### src/rtl/lift_pkg.sv
// lift_pkg: shared FSM encodings and call-scan helpers for the lift scheduler
package lift_pkg;
  localparam int ST_W = 2;
  localparam logic [1:0] ST_IDLE = 2'd0;
  localparam logic [1:0] ST_MOVE = 2'd1;
  localparam logic [1:0] ST_DOOR = 2'd2;
  function automatic logic any_above(input logic [15:0] p, input logic [3:0] f);
    any_above = |(p >> (f + 5'd1));
  endfunction
  function automatic logic any_below(input logic [15:0] p, input logic [3:0] f);
    any_below = |(p & ((16'd1 << f) - 16'd1));
  endfunction
endpackage

### src/rtl/lift_tick_timer.sv
// lift_tick_timer: counts slow reference strobes, flags the limit-th one
module lift_tick_timer (
  input  logic       clk,
  input  logic       reset,
  input  logic       clr,
  input  logic       slowref,
  input  logic [7:0] limit,
  output logic       done
);
  logic [7:0] cnt;
  assign done = slowref && cnt == limit - 8'd1;
  always_ff @(posedge clk or posedge reset)
    if (reset) cnt <= '0;
    else if (clr || done) cnt <= '0;
    else if (slowref) cnt <= cnt + 8'd1;
endmodule

### src/rtl/lift_scheduler.sv
// lift_scheduler: single-car SCAN scheduler with call latching, motion and door timing
module lift_scheduler
  import lift_pkg::*;
#(
  parameter int NUM_FLOORS = 8,
  parameter int FLOOR_W    = 3,
  parameter int MOVE_TICKS = 4,
  parameter int DOOR_TICKS = 8
) (
  input  logic                  clk,
  input  logic                  reset,
  input  logic                  slowref,
  input  logic [NUM_FLOORS-1:0] call_sw,
  input  logic                  obstruct,
  output logic [FLOOR_W-1:0]    cur_floor,
  output logic                  dir_up,
  output logic                  moving,
  output logic                  door_open,
  output logic [NUM_FLOORS-1:0] pending
);
  localparam logic [FLOOR_W-1:0] TOP = FLOOR_W'(NUM_FLOORS - 1);
  logic [ST_W-1:0] state, state_n;
  logic [NUM_FLOORS-1:0] call_q, rise, here, nhere, latch, clear;
  logic [FLOOR_W-1:0] next_floor;
  logic cf_edge, done, step, door_done, ahead_dir, ahead_next, new_dir, timer_clr;
  assign rise       = call_sw & ~call_q;
  assign here       = NUM_FLOORS'(1) << cur_floor;
  assign next_floor = dir_up ? cur_floor + 1'b1 : cur_floor - 1'b1;
  assign nhere      = NUM_FLOORS'(1) << next_floor;
  assign cf_edge    = |(rise & here);
  assign step       = state == ST_MOVE && done;
  assign door_done  = state == ST_DOOR && done && !obstruct && !cf_edge;
  assign ahead_dir  = dir_up ? any_above(16'(pending), 4'(cur_floor)) : any_below(16'(pending), 4'(cur_floor));
  assign ahead_next = dir_up ? any_above(16'(pending), 4'(next_floor)) : any_below(16'(pending), 4'(next_floor));
  assign new_dir    = cur_floor == '0 ? 1'b1 : cur_floor == TOP ? 1'b0 : ahead_dir ? dir_up : ~dir_up;
  assign moving     = state == ST_MOVE;
  assign door_open  = state == ST_DOOR;
  // A call at the car's own floor is served by the door, never latched, unless the car is travelling
  assign latch      = rise & ~(state != ST_MOVE ? here : '0);
  assign clear      = state == ST_DOOR ? here : '0;
  always_comb
    state_n = state == ST_IDLE ? ((cf_edge || |(pending & here)) ? ST_DOOR : |pending ? ST_MOVE : ST_IDLE)
            : state == ST_MOVE ? (!step ? ST_MOVE : |(pending & nhere) ? ST_DOOR : ahead_next ? ST_MOVE : ST_IDLE)
            : state == ST_DOOR ? (door_done ? ST_IDLE : ST_DOOR)
            : ST_IDLE;
  assign timer_clr = state_n != state || step || state == ST_IDLE || (state == ST_DOOR && (obstruct || cf_edge));
  lift_tick_timer u_timer (
    .clk     (clk),
    .reset   (reset),
    .clr     (timer_clr),
    .slowref (slowref),
    .limit   (state == ST_MOVE ? 8'(MOVE_TICKS) : 8'(DOOR_TICKS)),
    .done    (done)
  );
  always_ff @(posedge clk or posedge reset)
    if (reset) begin
      state     <= ST_IDLE;
      cur_floor <= '0;
      dir_up    <= 1'b1;
      pending   <= '0;
      call_q    <= '0;
    end else begin
      state     <= state_n;
      cur_floor <= step ? next_floor : cur_floor;
      dir_up    <= (state == ST_IDLE && state_n == ST_MOVE) ? new_dir : dir_up;
      pending   <= (pending | latch) & ~clear;
      call_q    <= call_sw;
    end
endmodule

### config.mk
export PLATFORM = sky130hd
export DESIGN_NAME = lift_scheduler
export DESIGN_NICKNAME = d
export VERILOG_FILES = /design/src/rtl/lift_pkg.sv /design/src/rtl/lift_tick_timer.sv /design/src/rtl/lift_scheduler.sv
export SDC_FILE = /design/constraint.sdc
export NUM_CORES = 1
export LEC_CHECK = 0
export CORE_ASPECT_RATIO = 1.4
export CORE_UTILIZATION = 51
export CTS_CLUSTER_SIZE = 20
export DETAILED_ROUTE_END_ITERATION = 8
export PLACE_DENSITY = 0.88
export SYNTH_ARGS = -nofsm -noshare
export SYNTH_HDL_FRONTEND = slang
export SYNTH_SLANG_ARGS = --single-unit
### constraint.sdc
create_clock -name clk -period 3.3 [get_ports clk]
set_input_delay 0.66 -clock clk [delete_from_list [all_inputs] [get_ports clk]]
set_output_delay 0.66 -clock clk [all_outputs]
set_load 0.02 [all_outputs]
Word-level counts from Yosys, hierarchy flattened
Index checks and enable logic that the tools add are counted.

Bitwise logic cells: 13. $add $sub $neg: 8. Equality and inequality tests: 8. Multiplexer cells: 20. Reduce and logical (&&, ||, !) cells: 27. Shift-type cells: 6.

Operators by type and width (number): 16-bit OR reduction (4); 8-bit bitwise AND (6); 8-bit by 16-bit bitwise AND with 16-bit output (2); 8-bit two-way mux (4); 8-bit OR reduction (4); 1-bit by 3-bit left shift with 16-bit output (first input constant) (2); 8-bit by 4-bit >> shifter with 16-bit output (2); 16-bit by 1-bit subtractor with 16-bit output (second input constant) (2); 8-bit inverter (3); 1-bit by 3-bit left shift with 8-bit output (first input constant) (2); 2-bit two-way mux (7); 3-bit by 1-bit adder with 4-bit output (second input constant) (2); 8-bit by 1-bit adder with 8-bit output (second input constant) (1); 8-bit equality test (1); 8-bit bitwise OR (1); 1-bit logical AND (7); 1-bit two-way mux (7); 1-bit logical OR (6); 4-bit by 1-bit subtractor with 5-bit output (second input constant) (1); 2-bit by 1-bit equality test with 1-bit output (second input constant) (2); 4-bit two-way mux (1); 3-bit by 1-bit adder with 3-bit output (second input constant) (1); 3-bit equality test (second input constant) (1); 3-bit logical NOT (1); 11 further kinds (12).

Word-level logic and storage cells: 88. Input port bits: 12. Output and inout port bits: 14. Register bits: 30.

Logic depth before layout (Yosys ltp)
Gate-level depths: netlist of run 1.

Depth in word-level cells: 18. Depth in mapped cells: 14.

Cells and area by module
From an unflattened synthesis of run 1, not the netlist that was laid out.

Cells, all modules: 263. Area, all modules: 2346.0 um^2.

Modules (own cells, without submodules): lift_scheduler (times used 1, cells each 196, sequential area each 551.8 um^2, area each 1737.9 um^2); lift_tick_timer (times used 1, cells each 67, sequential area each 200.2 um^2, area each 608.1 um^2).

Worst setup path before layout of run 1
Ideal clock, no wire load.

Path kind: reg-to-reg. Start point: register cur_floor[0]. End point: register state[0]. Period minus slack after synthesis: 3.207 ns. Path slack: 0.093 ns. Arrival time: 3.070 ns. Stages on the path, launching flop included: 14. Library setup time: 0.137 ns. Path through: dfrtp_1 -> buf_2 -> buf_4 -> inv_1 -> fa_1 -> xnor3_1 -> buf_2 -> nand2_1 -> ha_1 -> o22ai_1 -> nand4b_1 -> a2111oi_0 -> o2111ai_1 -> nor4b_1.

Word-level cells in the longest chain between the ends: 12. Elaborated cells between the ends (all ways): 26. Those cells by class: add/sub: 4; shift: 4; mux: 8; bitwise: 4; reduce/logical: 6.

Ends and longest elaborated chain: start: declaration (line lift_scheduler.sv:15) `output logic [FLOOR_W-1:0] cur_floor,`; start signal: assignment (line lift_scheduler.sv:64) `cur_floor <= step ? next_floor : cur_floor;`; 3-bit by 1-bit subtractor with 3-bit output or 3-bit by 1-bit adder with 3-bit output (tied branches) (line lift_scheduler.sv:28) `assign next_floor = dir_up ? cur_floor + 1'b1 : cur_floor - 1'b1;`; 3-bit two-way mux * (line lift_scheduler.sv:28); via next_floor[0] (line lift_scheduler.sv:24) `logic [FLOOR_W-1:0] next_floor;`; 1-bit by 3-bit left shift with 16-bit output (line lift_pkg.sv:11) `any_below = |(p & ((16'd1 << f) - 16'd1));`; 16-bit by 1-bit subtractor with 16-bit output (line lift_pkg.sv:11); 8-bit by 16-bit bitwise AND with 16-bit output (line lift_pkg.sv:11); 16-bit OR reduction (line lift_pkg.sv:11); 1-bit two-way mux (line lift_scheduler.sv:34) `assign ahead_next = dir_up ? any_above(16'(pending), 4'(next_floor)) : any_below(16'(pending), 4'(next_floor)) ...`; 1-bit two-way mux (line lift_scheduler.sv:43) `: state == ST_MOVE ? (!step ? ST_MOVE : |(pending & nhere) ? ST_DOOR : ahead_next ? ST_MOVE : ST_IDLE)`; 2-bit two-way mux * (3 in series) (line lift_scheduler.sv:43); 2-bit two-way mux * (line lift_scheduler.sv:42) `state_n = state == ST_IDLE ? ((cf_edge || |(pending & here)) ? ST_DOOR : |pending ? ST_MOVE : ST_IDLE)`; via state_n[0] (line lift_scheduler.sv:22) `logic [ST_W-1:0] state, state_n;`; end signal: assignment (line lift_scheduler.sv:63) `state <= state_n;`; end: declaration (line lift_scheduler.sv:22).

Mark *: on every way through the listed nets, which the timed path passes. The rest lies on a longest branch. A chain may end at the register's enable or synchronous reset.

Worst setup path after layout of run 1
Start point: register dir_up. End point: register state[0].

Word-level cells in the longest chain between the ends: 11. Elaborated cells between the ends (all ways): 17. Those cells by class: add/sub: 2; shift: 3; mux: 7; bitwise: 2; reduce/logical: 3.

Ends and longest elaborated chain: start: declaration (line lift_scheduler.sv:16) `output logic dir_up,`; start signal: assignment (line lift_scheduler.sv:65) `dir_up <= (state == ST_IDLE && state_n == ST_MOVE) ? new_dir : dir_up;`; 3-bit two-way mux (line lift_scheduler.sv:28); 1-bit by 3-bit left shift with 16-bit output (line lift_pkg.sv:11); 16-bit by 1-bit subtractor with 16-bit output (line lift_pkg.sv:11); 8-bit by 16-bit bitwise AND with 16-bit output (line lift_pkg.sv:11); 16-bit OR reduction (line lift_pkg.sv:11); 1-bit two-way mux (line lift_scheduler.sv:34); 1-bit two-way mux (line lift_scheduler.sv:43); 2-bit two-way mux * (3 in series) (line lift_scheduler.sv:43); 2-bit two-way mux * (line lift_scheduler.sv:42); via state_n[0] (line lift_scheduler.sv:22).

Marks and branches as above.

==> results by group, run 1 <==
Status
  • Status: finished, violations left
  • Failing checks: design-rule violations

Synthesis
  • Synth Register Bits: 30
  • Cell taking the most area after synthesis: dfrtp_1
  • Largest cells by area after synthesis: dfrtp_1, a21oi_1, nor2_1
  • Synth Area per Inst: 8.40 µm²
  • Synth unique cells: 53
  • Synth Instances: 260
  • Synth top area share: 0.332
  • Post-synth EDFFs: 0
  • Synthesized Nets: ~280
  • Main synth FF type: dfrtp_1
  • Synth Warn #: 0
  • Post-synthesis sequential area ratio: 0.344
  • FFs w/ async S/R, synth: 1.00
  • Cell area after synthesis: between 2000 and 2500 µm²

Placement
  • GPL Wtd Cong: between 0.9 and 1
  • Dpl cells: between 300 and 400
  • Number of port buffers: 25
  • Area after DPL: around 2400 µm²
  • Dpl hpwl: between 3000 and 4000 µm

Routing
  • Routed Wire Length: approximately 5600 µm
  • Drt first pass iters: 8
  • DR WL/cell: 17.5 µm
  • Initial DRC Count: between 150 and 200
  • Drt via density: around 6.4
  • # DRC: 2
  • Final ANT Viol Nets: 0
  • Via count: about 2.1k

Worst setup path
  • Crit end category: flip-flop
  • Critical path depth: 10
  • Crit Path Max Fanout: 11
  • Crit-path cells: inv_1 -> ha_1 -> ha_1 -> nand2_1 -> ha_1 -> o22ai_1 -> nand4b_1 -> a2111oi_0 -> o2111ai_1 -> nor4b_1
  • Most used cell, CP: ha_1
  • Bufs and invs on worst path: 1
  • Top cell family by delay on the critical path: adder cells
  • Setup CP Type: flip-flop to flip-flop
  • CP Data Arrival Time: about 3100 ps
  • R2R depth: 10
  • Critical path's slowest cell: dfstp_2
  • Worst Path Required: about 3500 ps
  • Critical Path Max Stage Delay: 660 ps
  • Critical Path Start Type: flip-flop

Clock network
  • Clock Tree Buf Depth: 2
  • Clock sink count: 30
  • Cts hold-fix bufs: 0
  • Clock transition at path regs: about 70 ps
  • # Post-CTS Setup Buffers: 0
  • H-tree levels: 2
  • Worst-skew pair later-pin latency: about 290 ps
  • CTS tree: built
  • Cts repair resizes: 0
  • CTS Root Cell: clkbuf_8
  • Num CTS Buffers: 5

Floorplan
  • Num ports: 26
  • FP Rows: 27
  • Die width: 57.3 µm
  • Die area: 4550 µm²
  • Core ar.: slightly above 4000 µm²
  • Die Y: about 79 µm
  • Initial Utilization: 0.543

Finish
  • Final non-filler cell total: about 320
  • # diodes: 0
  • Final nets: ~300
  • Final core occ: 0.639
  • Finished Cell Area: 2570 µm²
  • Area Growth Syn to Fin: 17.6%
  • Share of cells above drive strength 1: 0.0789

Timing
  • RSZ-0062 raised after global routing: false
  • Worst-Margin Slew: roughly 550 ps
  • Fin Clk Skew: a little over 10 ps
  • Fmax: between 300 and 400 MHz
  • Final hold viol count: 0
  • Slew HR: 0.632
  • Tmin final: 2970 ps
  • Final Setup Violations: 0
  • Slew Viols, Final: 0
  • Final worst path period share: 0.901
  • Sum Neg Setup Slack: 0 ps

Global route
  • Initial antenna violation count: 0
  • Maximum number of pins on one net before global-route repair: 31
  • Vias in the first global route: 1990
  • M2 GR Usage: 0.441
  • Global-route layer with the greatest usage: met2
  • M3 GR Usage: 0.0502
  • Total track usage: 0.273
  • Grt ovf: 0
  • Global routing met1 resource utilization: 0.355
  • First-pass GRT wire length: approximately 9500 µm

Power
  • Switching power: around 0.00035 W
  • Logic pwr share: 0.217
  • Total power: between 0.001 and 0.0015 W
  • Internal power: ~0.0008 W
  • Clk pwr share: 0.395
  • Leakage power: around 1.1 nW
  • PD cells: ~460 nW/µm²
  • VDD IR max: about 0.00039 V
  • Switching share of total power: 0.301
  • Flop pwr share: 0.388

Worst hold path
  • Class of the worst hold path: flip-flop to flip-flop
  • Worst Hold Depth: 2

Job
  • Max cap viols: 0
==> area by class of cell <==
type,count,area [µm²]
Fill cell,331,1450
Inverter,17,63.8
Tap cell,43,53.8
Timing Repair Buffer,30,288
Clock inverter,2,60.1
Sequential cell,30,752
Clock buffer,6,82.6
Multi-Input combinational cell,194,1270
==> registers in the layout (all words and copies together), names as in the netlist <==
name         cells
u_timer.cnt      8
state            2
cur_floor        3
dir_up           1
call_q           8
pending          8
==> power by group through the flow <==
stage / sequential (W) / combinational, W / clock [W]
after floorplan: 0.000417 / 0.000207 / 0
after global placement: 0.000459 / 0.000244 / 0
after detailed placement: 0.000459 / 0.000251 / 0
after CTS: 0.000452 / 0.000253 / 0.000472
after global routing: 0.000460 / 0.000283 / 0.000488
final: 0.000456 / 0.000254 / 0.000464
==> path summary, 6_finish.rpt <==
path	from	slack, ps	endpoint
setup / recovery	dir_up	330	state[0]
hold / removal	call_q[6]	540	pending[6]
setup reg to reg	dir_up	330	state[0]
hold reg to reg	call_q[6]	540	pending[6]
max in group asynchronous	reset	2220	dir_up
min in group asynchronous	reset	750	pending[6]
==> worst min-delay path: stages (launching register included) <==
cell and delay [ps]:
dfrtp_1 310, nand2b_1 130, a21oi_1 70
==> through the flow <==
stage                     hold slack, ps  setup WS [ps]
after global routing                 586           84.2
after detailed placement             527            360
final                                536            328
after floorplan                      500           93.3
after CTS                            537            347
after global placement               522            404
==> kinds of logic (layout without fill, tap and decap cells) <==
logic type / after synthesis / after routing / share of synthesized area
AND/OR/NAND/NOR: 90 / 90 / 0.214
XOR/XNOR: 12 / 12 / 0.0578
flip-flops: 30 / 30 / 0.344
multiplexers: 4 / 4 / 0.0258
buffers and inverters: 36 / 55 / 0.0745
adder cells (fa/ha/maj): 9 / 9 / 0.0550
AO/OA/AOI/OAI: 79 / 79 / 0.229
==> layout by cell type (no fill, tap or decap), types with 5 or more instances in the layout <==
| cell | synthesis | layout |
|---|---|---|
| a21oi_1 | 27 | 27 |
| a22oi_1 | 5 | 5 |
| buf_4 | 4 | 5 |
| clkbuf_8 | 0 | 6 |
| clkdlybuf4s50_1 | 0 | 25 |
| dfrtp_1 | 29 | 29 |
| ha_1 | 8 | 8 |
| inv_1 | 17 | 17 |
| nand2_1 | 18 | 18 |
| nand2b_1 | 9 | 9 |
| nand3_1 | 9 | 9 |
| nor2_1 | 28 | 28 |
| o21ai_0 | 21 | 21 |
| xnor2_1 | 5 | 5 |
| xor2_1 | 5 | 5 |
==> cell usage after synthesis, types with 3 or more instances <==
| cell | n |
|---|---|
| a21oi_1 | 27 |
| a22oi_1 | 5 |
| a31oi_1 | 4 |
| buf_2 | 4 |
| buf_4 | 4 |
| clkbuf_1 | 10 |
| dfrtp_1 | 29 |
| ha_1 | 8 |
| inv_1 | 17 |
| mux2i_1 | 3 |
| nand2_1 | 18 |
| nand2b_1 | 9 |
| nand3_1 | 9 |
| nand4_1 | 3 |
| nor2_1 | 28 |
| nor3_1 | 4 |
| nor4_1 | 3 |
| o21ai_0 | 21 |
| o22ai_1 | 4 |
| o31a_1 | 3 |
| xnor2_1 | 5 |
| xor2_1 | 5 |
==> metal layers <==
layer	share of wire	vias up
met5	0	-
met4	0.027	0
met3	0.085	21
met2	0.49	126
met1	0.39	957
li1	-	966
(Power assumes the default switching activity.)
==> run 2: changes to the inputs <==
==> constraint.sdc (replaced) <==
create_clock -name clk -period 3.3 [get_ports clk]
set_input_delay 0.66 -clock clk [delete_from_list [all_inputs] [get_ports clk]]
set_output_delay 0.66 -clock clk [all_outputs]
set_load 0.005 [all_outputs]
==> results of run 2 <==
Same layout as run 1 (identical final DEF). Status: finished, violations left: design-rule violations.
Main changes from that run: total power 0.00117 W -> 0.00116 W; worst IR drop on VDD 0.000391 V -> 0.000362 V
==> run 3: changes to the inputs <==
PLACE_DENSITY = not set   (was 0.88)
PLACE_DENSITY_LB_ADDON = 0.25   (was not set)
==> run 3 against run 2 <==
The run still ends with design-rule violations left. First-iteration DRC count down 18%. Sequential power down 4.4%. Die area unchanged. Worst setup slack about the same. Via count down 4.7%. Routed wire length about the same. Clock power down 32%. Final area down 1.1%. Critical path depth unchanged. Highest routed layer unchanged.
==> results by group, run 3 (synthesized netlist as in run 1, its figures left out) <==
Global route
  • Global-route layer with the greatest usage: met2
  • Vias in the first global route: 1992
  • First-pass GRT wire length: roughly 9600 µm
  • Initial antenna violation count: 0
  • Grt ovf: 0
  • Maximum number of pins on one net before global-route repair: 31
  • M3 GR Usage: 0.0470
  • Total track usage: 0.281
  • M2 GR Usage: 0.460
  • Global routing met1 resource utilization: 0.347

Floorplan
  • Initial Utilization: 0.543
  • Die Y: roughly 80 µm
  • FP Rows: 27
  • Core ar.: 4020 µm²
  • Die width: 57.3 µm
  • Die area: around 4600 µm²
  • Num ports: 26

Worst setup path
  • Critical Path Max Stage Delay: 670 ps
  • Reg2Reg Setup Slack: ~330 ps
  • CP Data Arrival Time: between 3000 and 4000 ps
  • Reg-to-Reg End: state[0]
  • Critical path startpoint: dir_up
  • Most used cell, CP: ha_1
  • Setup CP Type: flip-flop to flip-flop
  • Crit path to: state[0]
  • Crit-path cells: inv_1 -> ha_1 -> ha_1 -> nand2_1 -> ha_1 -> o22ai_1 -> nand4b_1 -> a2111oi_0 -> o2111ai_1 -> nor4b_1
  • Crit Path Max Fanout: 11
  • Critical path's slowest cell: dfstp_2
  • Worst Path Required: between 3000 and 4000 ps
  • Crit end category: flip-flop
  • R2R depth: 10
  • Start of the worst register-to-register path: dir_up
  • Critical Path Start Type: flip-flop

Clock network
  • Clock Tree Buf Depth: 2
  • Cts repair resizes: 0
  • Clock transition at path regs: approximately 70 ps
  • CTS tree: built
  • H-tree levels: 2
  • CTS Root Cell: clkbuf_8
  • Num CTS Buffers: 5
  • Clock sink count: 30
  • Worst-skew pair later-pin latency: about 290 ps
  • # Post-CTS Setup Buffers: 0
  • Cts hold-fix bufs: 0

Routing
  • Final ANT Viol Nets: 0
  • Drt first pass iters: 7
  • Routed Wire Length: approximately 5600 µm
  • Initial DRC Count: between 150 and 200
  • DR WL/cell: roughly 17 µm
  • Via count: roughly 2k
  • Drt via density: 6.07
  • # DRC: 1

Timing
  • Slew HR: 0.659
  • RSZ-0062 raised after global routing: false
  • Fin Hold WS: 526 ps
  • Fmax: about 340 MHz
  • Slew Viols, Final: 0
  • Worst Setup Slack, final: between 300 and 400 ps
  • Sum Neg Setup Slack: 0 ps
  • Final hold viol count: 0
  • Tmin final: ~3000 ps
  • Worst-Margin Slew: roughly 510 ps
  • Final Setup Violations: 0
  • Fin Clk Skew: about 11 ps
  • Final worst path period share: 0.901

Finish
  • Area Growth Syn to Fin: 16.3%
  • Largest regs: call_q x8, pending x8, u_timer.cnt x8
  • Final nets: 302
  • Most frequent cells in the layout: dfrtp_1, nor2_1, a21oi_1, clkdlybuf4s50_1, o21ai_0
  • # diodes: 0
  • Finished Cell Area: 2540 µm²
  • Final non-filler cell total: 325
  • Share of cells above drive strength 1: 0.0851
  • Commonest non-fill, non-tap cell in the layout: dfrtp_1

Status
  • Status: finished, violations left
  • Failing checks: design-rule violations

Placement
  • Dpl cells: between 300 and 400
  • Dpl ws: 350 ps
  • Dpl hpwl: approximately 4000 µm
  • Area after DPL: ~2400 µm²
  • GPL Wtd Cong: 1.02
  • Number of port buffers: 25

Power
  • PD cells: between 300 and 400 nW/µm²
  • Leakage power: roughly 1.1 nW
  • VDD IR max: about 0.00038 V

Job
  • Max cap viols: 0

Worst hold path
  • Class of the worst hold path: flip-flop to flip-flop
  • HP Start: call_q[5]
[run 3: worst min-delay path by stage]
stage,to,slack [ps],cells after the start
2_1_floorplan,pending[4],500,2
3_5_place_dp,pending[5],520,2
3_3_place_gp,pending[5],520,2
6_report,pending[5],530,2
5_1_grt,pending[3],570,2
4_1_cts,pending[5],530,2
[run 3: power by group]
part           switching, W  internal (W)  leakage, nW  total [W]
logic              0.000150      0.000114        0.669   0.000263
clock network      0.000146      0.000168       0.0482   0.000314
registers         0.0000426      0.000393        0.351   0.000436
total              0.000338      0.000675         1.07    0.00101
[run 3: final cells by class]
class                   instances  area, µm²
inverters                      17       63.8
repair buffers                 33        310
flip-flops and latches         30        752
well taps                      43       53.8
multi-input cells             194       1270
fillers                       384       1480
clock buffers                   7       86.3
clock inverters                 1       5.00
[run 3: routing by layer]
metal / routed length, µm / vias to the layer above
met4: 163 / 0
met1: 2470 / 942
met3: 194 / 15
met5: 0 / -
li1: - / 965
met2: 2810 / 51
[run 3: per-stage QoR]
| stage | util | power (W) |
|---|---|---|
| after floorplan | - | 0.000607 |
| after global placement | 0.609 | 0.000701 |
| after detailed placement | 0.609 | 0.000702 |
| after CTS | 0.632 | 0.00102 |
| after global routing | 0.632 | 0.00107 |
| final | 0.632 | 0.00101 |
[run 3: critical path, delay by kind of cell, from the launching register on]
family                   cells  cell delay (ps)
adder cells (fa/ha/maj)      3             1000
flip-flops                   1              670
AO/OA/AOI/OAI                3              590
AND/OR/NAND/NOR              3              450
buffers and inverters        1              130
